===== src/rtl/regfile_pkg.sv =====
// Shared constants, write-port record and pointer helper for the register file
// write arbiter.
package regfile_pkg;

  localparam int NUM_REQ  = 6;
  localparam int NUM_WR   = 4;
  localparam int DATA_W   = 16;
  localparam int REG_AW   = 4;
  localparam int TAG_W    = 4;
  localparam int NUM_REGS = 16;

  localparam int PTR_W  = 3;
  localparam int SLOT_W = 2;
  localparam int CNT_W  = 3;

  typedef struct packed {
    logic              enable;
    logic [REG_AW-1:0] target_reg;
    logic [DATA_W-1:0] data;
    logic [TAG_W-1:0]  writer;
  } wr_port_t;

  // Requester index arithmetic modulo NUM_REQ; both operands are already < NUM_REQ.
  function automatic logic [PTR_W-1:0] wrap_add(input logic [PTR_W-1:0] base,
                                                 input logic [PTR_W-1:0] off);
    logic [PTR_W:0] sum;
    sum = {1'b0, base} + {1'b0, off};
    if (sum >= (PTR_W+1)'(NUM_REQ))
      sum = sum - (PTR_W+1)'(NUM_REQ);
    return sum[PTR_W-1:0];
  endfunction

endpackage


===== src/rtl/regfile_write_arbiter_if.sv =====
// Requester-side and register-file-side signals of the write arbiter.
interface regfile_write_arbiter_if;
  import regfile_pkg::*;

  logic              req_valid     [NUM_REQ];
  logic [REG_AW-1:0] req_reg       [NUM_REQ];
  logic [DATA_W-1:0] req_data      [NUM_REQ];
  logic [TAG_W-1:0]  req_tag       [NUM_REQ];
  logic              req_ready     [NUM_REQ];
  logic              hold;
  logic              wr_enable     [NUM_WR];
  logic [REG_AW-1:0] wr_target_reg [NUM_WR];
  logic [DATA_W-1:0] wr_data       [NUM_WR];
  logic [TAG_W-1:0]  wr_writer     [NUM_WR];
  logic [CNT_W-1:0]  busy_grants;

  modport master (
    output req_valid, req_reg, req_data, req_tag, hold,
    input  req_ready, wr_enable, wr_target_reg, wr_data, wr_writer, busy_grants
  );

  modport slave (
    input  req_valid, req_reg, req_data, req_tag, hold,
    output req_ready, wr_enable, wr_target_reg, wr_data, wr_writer, busy_grants
  );

endinterface


===== src/rtl/regfile_write_arbiter_rr_multi_grant.sv =====
// Circular multi-grant scan: up to NUM_WR grants per cycle starting at rr_ptr,
// refusing a second write to a register already granted in this scan.
module rr_multi_grant
  import regfile_pkg::*;
(
  input  logic [NUM_REQ-1:0] valid,
  input  logic [REG_AW-1:0]  req_reg [NUM_REQ],
  input  logic [PTR_W-1:0]   rr_ptr,
  output logic [NUM_REQ-1:0] grant,
  output logic [SLOT_W-1:0]  slot [NUM_REQ],
  output logic [PTR_W-1:0]   last_idx,
  output logic [CNT_W-1:0]   grant_count
);

  logic [PTR_W-1:0]    scan_idx;
  logic [NUM_REGS-1:0] used_regs;

  always_comb begin
    grant       = '0;
    last_idx    = rr_ptr;
    grant_count = '0;
    scan_idx    = rr_ptr;
    used_regs   = '0;
    for (int i = 0; i < NUM_REQ; i++)
      slot[i] = '0;
    for (int s = 0; s < NUM_REQ; s++) begin
      scan_idx = wrap_add(rr_ptr, PTR_W'(s));
      if (valid[scan_idx] && (grant_count < CNT_W'(NUM_WR)) &&
          !used_regs[req_reg[scan_idx]]) begin
        grant[scan_idx]              = 1'b1;
        slot[scan_idx]               = grant_count[SLOT_W-1:0];
        last_idx                     = scan_idx;
        used_regs[req_reg[scan_idx]] = 1'b1;
        grant_count                  = grant_count + CNT_W'(1);
      end
    end
  end

endmodule


===== src/rtl/regfile_write_arbiter.sv =====
// Shares the register file write ports among the completing requesters; granted
// writes reach the write ports one cycle after the grant.
module regfile_write_arbiter
  import regfile_pkg::*;
(
  input logic                    clk,
  input logic                    rst,
  regfile_write_arbiter_if.slave bus
);

  logic [PTR_W-1:0]   rr_ptr;
  logic [NUM_REQ-1:0] valid_eff;
  logic [NUM_REQ-1:0] grant;
  logic [SLOT_W-1:0]  slot_idx [NUM_REQ];
  logic [PTR_W-1:0]   last_idx;
  logic [CNT_W-1:0]   grant_count;
  wr_port_t           slots [NUM_WR];

  // Hold masks every request, so no grants and no pointer movement while frozen.
  always_comb begin
    valid_eff = '0;
    for (int i = 0; i < NUM_REQ; i++)
      valid_eff[i] = bus.req_valid[i] && !bus.hold;
  end

  rr_multi_grant u_scan (
    .valid       (valid_eff),
    .req_reg     (bus.req_reg),
    .rr_ptr      (rr_ptr),
    .grant       (grant),
    .slot        (slot_idx),
    .last_idx    (last_idx),
    .grant_count (grant_count)
  );

  always_comb begin
    for (int i = 0; i < NUM_REQ; i++)
      bus.req_ready[i] = grant[i];
    bus.busy_grants = grant_count;
    for (int k = 0; k < NUM_WR; k++) begin
      bus.wr_enable[k]     = slots[k].enable;
      bus.wr_target_reg[k] = slots[k].target_reg;
      bus.wr_data[k]       = slots[k].data;
      bus.wr_writer[k]     = slots[k].writer;
    end
  end

  // Payload fields are only refreshed by a grant; unused ports just drop enable.
  always_ff @(posedge clk or posedge rst) begin
    if (rst) begin
      rr_ptr <= '0;
      for (int k = 0; k < NUM_WR; k++)
        slots[k] <= '0;
    end else begin
      for (int k = 0; k < NUM_WR; k++)
        slots[k].enable <= 1'b0;
      for (int i = 0; i < NUM_REQ; i++) begin
        if (grant[i]) begin
          slots[slot_idx[i]].enable     <= 1'b1;
          slots[slot_idx[i]].target_reg <= bus.req_reg[i];
          slots[slot_idx[i]].data       <= bus.req_data[i];
          slots[slot_idx[i]].writer     <= bus.req_tag[i];
        end
      end
      if (grant_count != '0)
        rr_ptr <= wrap_add(last_idx, PTR_W'(1));
    end
  end

endmodule

===== src/flat_wrapper.sv =====
// flat-port wrapper written by rule: the top's interface ports become plain ports
module regfile_write_arbiter_flat import regfile_pkg::*;
  (clk, rst, bus_req_valid, bus_req_reg, bus_req_data, bus_req_tag, bus_hold, bus_req_ready, bus_wr_enable, bus_wr_target_reg, bus_wr_data, bus_wr_writer, bus_busy_grants);
  regfile_write_arbiter_if bus_i ();
  input logic clk;
  input logic rst;
  input wire logic [$bits(bus_i.req_valid)-1:0] bus_req_valid;
  input wire logic [$bits(bus_i.req_reg)-1:0] bus_req_reg;
  input wire logic [$bits(bus_i.req_data)-1:0] bus_req_data;
  input wire logic [$bits(bus_i.req_tag)-1:0] bus_req_tag;
  input wire logic [$bits(bus_i.hold)-1:0] bus_hold;
  output wire logic [$bits(bus_i.req_ready)-1:0] bus_req_ready;
  output wire logic [$bits(bus_i.wr_enable)-1:0] bus_wr_enable;
  output wire logic [$bits(bus_i.wr_target_reg)-1:0] bus_wr_target_reg;
  output wire logic [$bits(bus_i.wr_data)-1:0] bus_wr_data;
  output wire logic [$bits(bus_i.wr_writer)-1:0] bus_wr_writer;
  output wire logic [$bits(bus_i.busy_grants)-1:0] bus_busy_grants;
  assign bus_i.req_valid = {>>{bus_req_valid}};
  assign bus_i.req_reg = {>>{bus_req_reg}};
  assign bus_i.req_data = {>>{bus_req_data}};
  assign bus_i.req_tag = {>>{bus_req_tag}};
  assign bus_i.hold = bus_hold;
  assign bus_req_ready = {>>{bus_i.req_ready}};
  assign bus_wr_enable = {>>{bus_i.wr_enable}};
  assign bus_wr_target_reg = {>>{bus_i.wr_target_reg}};
  assign bus_wr_data = {>>{bus_i.wr_data}};
  assign bus_wr_writer = {>>{bus_i.wr_writer}};
  assign bus_busy_grants = bus_i.busy_grants;
  regfile_write_arbiter u_core (.clk(clk), .rst(rst), .bus(bus_i));
endmodule

===== config.mk =====
export PLATFORM = sky130hd
export DESIGN_NAME = regfile_write_arbiter_flat
export DESIGN_NICKNAME = d
export VERILOG_FILES = /design/src/rtl/regfile_pkg.sv /design/src/rtl/regfile_write_arbiter_if.sv /design/src/rtl/regfile_write_arbiter_rr_multi_grant.sv /design/src/rtl/regfile_write_arbiter.sv /design/src/flat_wrapper.sv
export SDC_FILE = /design/constraint.sdc
export NUM_CORES = 1
export LEC_CHECK = 0
export BUFFER_PORTS_ARGS = -buffer_cell sky130_fd_sc_hd__buf_2
export CAP_MARGIN = 10
export CORE_ASPECT_RATIO = 2
export CORE_MARGIN = 2
export CORE_UTILIZATION = 50
export DETAILED_ROUTE_END_ITERATION = 8
export PLACE_DENSITY = 0.75
export SLEW_MARGIN = 20
export SYNTH_ARGS = -nofsm -noshare
export SYNTH_HDL_FRONTEND = slang
export SYNTH_SLANG_ARGS = --single-unit
export TNS_END_PERCENT = 5

===== constraint.sdc =====
create_clock -name clk -period 11.05 [get_ports clk]
set_input_delay 1.105 -clock clk [delete_from_list [all_inputs] [get_ports clk]]
set_output_delay 1.105 -clock clk [all_outputs]
set_load 0.005 [all_outputs]

==> qor_table.md, run 1 <==
| Stage | Metric | This run |
|:---|:---|:---|
| outcome | Status | finished, final reports clean |
| synthesis | Synthesis Warnings | 0 |
| final layout | Sequential cell area in the final layout | 0.00258 sq mm |
| setup path | Data arrival time at the worst-slack endpoint | 9.28 ns |
| place | Weighted congestion at the end of routability-driven global placement | 1.07 |
| clock network | Post-CTS Setup Bufs | 0 |
| setup path | Type of origin of the critical path | flop |
| final layout | Filler Cells Inserted | 2662 |
| timing | Unrepaired setup endpoints after global routing | no |
| setup path | Required time of the worst setup path | 9.95 ns |
| global route | Overall track demand over capacity in global routing | 51.0% |
| global route | First-pass GRT wire length | 113 mm |
| final layout | Combined area of the multi-input logic cells | 0.0108 sq mm |
| synthesis | Synthesized netlist cell count | 1882 |
| drt | Iteration-0 DRC count of the detailed router | 2503 |
| synthesis | Cell with the most instances after synthesis | nor2_1 |
| timing | Transition at the pin with the smallest max-transition slack | 1.16 ns |
| setup path | Category of the most critical setup path | flop to primary output |
| synthesis | Summed instance area of the synthesized netlist | 0.0142 sq mm |
| synthesis | Per-instance average area after synthesis | 7.57 sq um |
| drt | Post-Route WL | 77.4 mm |
| floorplanning | Overall die height | 243 microns |
| floorplanning | I/O pins | 262 |
| synthesis | Number of flops mapped to enable cells by yosys | 0 |
| synthesis | Library cell with the largest summed area after synthesis | dfrtp_1 |
| drt | Number of design rule violations left after detail routing | 0 |
| place | Buffers added on ports | 261 |
| synthesis | Synth async-reset ratio | 100% |
| setup path | Type of destination of the critical path | primary output |
| floorplanning | Effective utilization at floorplan | 50.7% |
| global route | Antenna violations before repair | 5 |
| clock network | # hold bufs at CTS | 0 |
| place | Final HPWL from detailed placement | 56.0 mm |
| floorplanning | Die footprint | 0.0299 sq mm |
| global route | Via count of the first global-routing pass | 17979 |
| final layout | Area added between synthesis and finish | 13.5% |
| setup path | Biggest fanout along the worst timing path | 19 |
| drt | Detail Route Antenna Nets | 0 |
| timing | Max_slew headroom | 22.7% |
| synthesis | Cell types with the largest area share after synthesis | dfrtp_1, mux2i_1, a31oi_1, nor2_1, nand2_1 |
| timing | Minimum period implied by the final worst setup slack | 10.38 ns |
| synthesis | Sequential fraction of the synthesis area | 18.1% |
| clock network | H-tree depth reported by CTS | 3 |
| drt | Via count of the routed design | 18179 |
| synthesis | Synth unique cells | 115 |
| global route | Total congestion overflow | 0 |
| synthesis | Most instantiated flip-flop cell in the synthesis netlist | dfrtp_1 |
| timing | Number of pins exceeding their max-slew limit in the final report | 0 |
| place | Number of placed cells counting well taps | 2400 |
| final layout | Max reg flops | 64 |
| clock network | Clock transition at the registers of the reported paths | 0.07 ns |
| synthesis | Fraction of post-synthesis cell area in the top cell type by area | 18.1% |
| clock network | Max Buffers Root-to-Sink | 2 |
| floorplanning | Core outline area | 0.0281 sq mm |
| clock network | Number of gates given a new drive strength after cts | 0 |
| drt | Vias/cell | 7.52 |
| final layout | Net count of the finished layout | 2221 |
| hold path | Worst min-delay path class | flop to flop |
| final layout | Post-route insts no fill | 2417 |
| timing | Fraction of the cycle the final worst path needs | 93.9% |
| clock network | Number of buffers created by CTS | 9 |
| final layout | Ratio of cells with drive above 1 in the final layout | 22.7% |
| synthesis | Total nets after synthesis | 2048 |
| timing | Worst Clk Skew | 0.0117 ns |
| drt | Final routed wire length divided by cell count | 32.0 microns |
| synthesis | Flops & latches, synth | 103 |
| final layout | Post-route core utilization | 57.5% |
| timing | Setup total negative slack | 0 ns |
| timing | Final setup fails | 0 |
| clock network | CTS tree | done |
| clock network | Clock latency of the later-clocked register in the worst-skew pair | 0.39 ns |
| clock network | Clock tree sinks | 103 |
| timing | Maximum achievable frequency | 96.3 MHz |
| clock network | CTS root buffer | clkbuf_16 |
| flow run | Max-cap violations | 0 |
| timing | Final hold viol count | 0 |
| global route | Pin count of the biggest net entering global routing | 65 |
| floorplanning | Die width | 123 microns |
| floorplanning | Standard-cell row count | 87 |
| synthesis | Top cells by instance count after synthesis | nor2_1, nand2_1, mux2i_1 |
| drt | Initial DRT Pass Iterations | 7 |
[layout by cell type (no fill, tap or decap), types with 35 or more instances in the layout]
cell type and count:
buf_2 261, nor2_1 175, nand2_1 166, mux2i_1 149
a31oi_1 114, dfrtp_1 102, a21oi_1 96, o21ai_0 88
inv_1 64, buf_4 60, a211o_1 52, nand3_1 45
nor3_1 44, nand2b_1 36, o22a_1 35
[metrics by stage]
step           worst slack (ns)  hold WS (ns)  cell area [sq um]
4_1_cts                   0.997         0.739              16100
6_report                  0.669         0.735              16200
3_5_place_dp               1.31         0.719              15800
5_1_grt                   0.330         0.762              16200
2_1_floorplan              3.30         0.675              14200
3_3_place_gp               1.44         0.697              15800
[critical path, cell delays in order (launching register included)]
cell and delay, ns:
dfrtp_1 0.66, inv_1 0.19, ha_1 0.69, nand3_1 0.41, mux2_2 0.43, mux2_1 0.40, o32ai_2 0.21, or3_4 0.47
a211oi_1 0.69, o221ai_1 0.30, or3_1 0.42, nand4_1 0.39, nor2_1 0.15, nor2_1 0.30, inv_1 0.13, ha_1 0.25
a41o_1 0.24, a21oi_2 0.22, o31a_1 0.35, and3_1 0.71, a21o_1 0.46, inv_2 0.13, ha_1 0.29, nand3_1 0.05
o21ai_0 0.14, buf_2 0.16
[final cells by class]
cell class	count	area share [%]
clock inverters	5	0.550
diodes	1	0.0155
inverters	69	1.62
well taps	356	2.76
clock buffers	11	1.44
multi-input cells	1549	66.5
flip-flops and latches	103	16.0
repair buffers	323	11.1
[cells by family after synthesis]
kind of cell	after synthesis	synth area share (%)
AO/OA/AOI/OAI	697	36.6
AND/OR/NAND/NOR	633	22.0
buffers and inverters	230	7.39
multiplexers	183	13.2
flip-flops	103	18.1
XOR/XNOR	23	1.63
adder cells (fa/ha/maj)	13	1.14
[final timing paths]
check / start / to / slack (ns) / cells after the start
min in group asynchronous: rst / u_core.bus.wr_data[63] / 0.76 / 2
max in group asynchronous: rst / u_core.rr_ptr[0] / 8.92 / 3
max reg2reg: u_core.rr_ptr[1] / u_core.bus.wr_data[51] / 0.80 / 26
min: u_core.bus.wr_data[7] / u_core.bus.wr_data[7] / 0.74 / 3
min reg2reg: u_core.bus.wr_data[7] / u_core.bus.wr_data[7] / 0.74 / 3
max: u_core.rr_ptr[1] / bus_busy_grants[1] / 0.67 / 25
[per-layer routing]
layer	up-vias	global-route usage, %	routed length [microns]
met1	8311	46.6	22000
met5	-	1.04	87
li1	7570	-	-
met4	12	56.1	11000
met3	665	18.1	8580
met2	1621	80.6	35700
Power of run 1 is not shown: default switching activity piles up to over one toggle a cycle in this logic, so the estimate is an artifact.
==> inputs of run 2 (changes only) <==
ABC_AREA = 1   (was default)
HOLD_SLACK_MARGIN = 0.12   (was default)
==> run 2 against run 1 <==
Via count increased by 13%; clock-buffer cell count increased by 1; critical endpoint is now u_core.bus.wr_data[0]; critical path depth increased by 18; design area increased by 1.8%; global-route usage decreased by 3.4 points.
==> qor_table.md, run 2 <==
| Stage | Metric | This run |
|:---|:---|:---|
| outcome | Status | finished, final reports clean |
| place | Buffers added on ports | 261 |
| final layout | Antenna diode count | 0 |
| setup path | Cell repeated most along the worst path | nand2_1 |
| synthesis | Number of flops mapped to enable cells by yosys | 0 |
| global route | Total congestion overflow | 0 |
| global route | First-pass GRT wire length | 112 mm |
| synthesis | Synth unique cells | 50 |
| synthesis | Flops & latches, synth | 103 |
| setup path | Library cell contributing the largest single delay on the critical path | clkinv_1 |
| drt | Number of design rule violations left after detail routing | 0 |
| synthesis | Cell with the most instances after synthesis | nand2_1 |
| floorplanning | Die width | 125 microns |
| place | Weighted congestion at the end of routability-driven global placement | 1.06 |
| place | Number of placed cells counting well taps | 3370 |
| global route | Antenna violations before repair | 4 |
| final layout | Combined area of the multi-input logic cells | 0.00981 sq mm |
| clock network | # hold bufs at CTS | 0 |
| drt | Initial DRT Pass Iterations | 9 |
| final layout | Net count of the finished layout | 3188 |
| floorplanning | Effective utilization at floorplan | 50.9% |
| setup path | Type of destination of the critical path | flop |
| setup path | Stage delay of the slowest cell on the critical path | 0.98 ns |
| timing | Unrepaired setup endpoints after global routing | no |
| clock network | CTS root buffer | clkbuf_16 |
| synthesis | Summed instance area of the synthesized netlist | 0.0147 sq mm |
| clock network | Clock latency of the later-clocked register in the worst-skew pair | 0.38 ns |
| global route | Via count of the first global-routing pass | 19479 |
| timing | Worst Clk Skew | 0.0166 ns |
| final layout | Sequential cell area in the final layout | 0.00258 sq mm |
| floorplanning | Die footprint | 0.0309 sq mm |
| synthesis | Total nets after synthesis | 3028 |
| floorplanning | Standard-cell row count | 88 |
| synthesis | Fraction of post-synthesis cell area in the top cell type by area | 23.0% |
| drt | Final routed wire length divided by cell count | 22.4 microns |
| floorplanning | I/O pins | 262 |
| timing | Worst Hold Margin | 0.732 ns |
| clock network | Max Buffers Root-to-Sink | 2 |
| drt | Detail Route Antenna Nets | 0 |
| timing | Final setup fails | 0 |
| synthesis | Top cells by instance count after synthesis | nand2_1, inv_1, nor2_1 |
| final layout | Ratio of cells with drive above 1 in the final layout | 13.4% |
| final layout | Filler Cells Inserted | 3111 |
| drt | Vias/cell | 6.08 |
| clock network | Number of gates given a new drive strength after cts | 0 |
| setup path | Data arrival time at the worst-slack endpoint | 10.61 ns |
| synthesis | Per-instance average area after synthesis | 5.15 sq um |
| flow run | Max-cap violations | 0 |
| setup path | Required time of the worst setup path | 11.29 ns |
| global route | Overall track demand over capacity in global routing | 47.6% |
| drt | Iteration-0 DRC count of the detailed router | 2254 |
| final layout | Top library cells by usage in the layout, fill and taps aside | nand2_1, inv_1, nor2_1, buf_2, a21oi_1 |
| setup path | Biggest fanout along the worst timing path | 26 |
| final layout | Area added between synthesis and finish | 11.7% |
| floorplanning | Overall die height | 247 microns |
| clock network | H-tree depth reported by CTS | 3 |
| clock network | Number of buffers created by CTS | 9 |
| clock network | Clock transition at the registers of the reported paths | 0.08 ns |
| timing | Final hold viol count | 0 |
| setup path | Type of origin of the critical path | flop |
| timing | Max_slew headroom | 24.1% |
| synthesis | Synth async-reset ratio | 100% |
| final layout | Max reg flops | 64 |
| timing | Setup total negative slack | 0 ns |
| synthesis | Most instantiated flip-flop cell in the synthesis netlist | dfrtp_1 |
| synthesis | Cell types with the largest area share after synthesis | nand2_1, dfrtp_1, inv_1, nor2_1, a21oi_1 |
| hold path | Worst min-delay path class | flop to flop |
| synthesis | Library cell with the largest summed area after synthesis | nand2_1 |
| place | Final HPWL from detailed placement | 55.3 mm |
| clock network | CTS tree | done |
| drt | Post-Route WL | 76.0 mm |
| timing | Number of pins exceeding their max-slew limit in the final report | 0 |
| synthesis | Sequential fraction of the synthesis area | 17.5% |
| setup path | Category of the most critical setup path | flop to flop |
| drt | Via count of the routed design | 20601 |
| clock network | Clock tree sinks | 103 |
| synthesis | Synthesized netlist cell count | 2862 |
| synthesis | Synthesis Warnings | 0 |
| global route | Pin count of the biggest net entering global routing | 67 |
| final layout | Post-route insts no fill | 3387 |
| timing | Transition at the pin with the smallest max-transition slack | 1.13 ns |
| floorplanning | Core outline area | 0.0290 sq mm |
| timing | Minimum period implied by the final worst setup slack | 10.36 ns |
| final layout | Most frequent standard cell in the layout excluding fill and tap cells | nand2_1 |
| timing | Fraction of the cycle the final worst path needs | 93.8% |
| clock network | Post-CTS Setup Bufs | 0 |
| timing | Maximum achievable frequency | 96.5 MHz |
-- run 2: cell count changes after synthesis, moves of 134 or more --
cell | before | now
nand2_1 | 166 | 903
nor2_1 | 178 | 355
mux2i_1 | 149 | 0
a21oi_1 | 99 | 233
nand3_1 | 45 | 207
inv_1 | 65 | 419
-- run 2: cells by family (layout without fill, tap and decap cells) --
| kind of cell | Yosys count | after routing | share of synthesized area [%] |
|---|---|---|---|
| AND/OR/NAND/NOR | 1579 | 1579 | 44.4 |
| buffers and inverters | 594 | 759 | 16.2 |
| AO/OA/AOI/OAI | 568 | 568 | 20.5 |
| flip-flops | 103 | 103 | 17.5 |
| adder cells (fa/ha/maj) | 13 | 13 | 1.10 |
| XOR/XNOR | 5 | 5 | 0.297 |
-- run 2: final cells by class --
type | count | area share [%]
Inverter | 451 | 10.3
Clock inverter | 4 | 0.312
Multi-Input combinational cell | 2165 | 59.6
Tap cell | 360 | 2.74
Sequential cell | 103 | 15.7
Clock buffer | 12 | 1.62
Timing Repair Buffer | 292 | 9.70
-- run 2: per-layer routing --
metal  global-route usage [%]  wire (microns)  vias up
li1                         -               -     9306
met2                     79.9           35400     1597
met4                     53.0           10700        8
met5                        0              54        -
met1                     45.1           22200     9068
met3                     10.5            7610      622
-- run 2: final timing paths --
kind,start,cells past startpoint,endpoint,slack (ns)
min in group asynchronous,rst,2,u_core.bus.wr_writer[7],0.76
min reg2reg,u_core.bus.wr_data[51],6,u_core.bus.wr_data[51],0.73
max reg2reg,u_core.rr_ptr[1],43,u_core.bus.wr_data[0],0.69
max,u_core.rr_ptr[1],43,u_core.bus.wr_data[0],0.69
max in group asynchronous,rst,3,u_core.bus.wr_data[39],8.89
min,u_core.bus.wr_data[51],6,u_core.bus.wr_data[51],0.73
-- run 2: stage by stage --
stage                     utilization [%]  worst slack, ns  cell area, sq um
after global routing                 56.8            0.223             16500
after CTS                            56.7             1.39             16400
final                                56.8            0.686             16500
after detailed placement             55.6             1.44             16100
after global placement               55.6             1.53             16100
after floorplan                         -             4.00             14700
-- run 2: critical path, delay by kind of cell, from the launching register on --
kind,cells,cell delay [ns]
buffers and inverters,10,3.16
DFF,1,0.47
adders and majority gates,1,0.51
and+or+nand+nor,26,4.95
AOI/OAI and AO/OA,6,1.09
Power of run 2 is left out for the same reason.
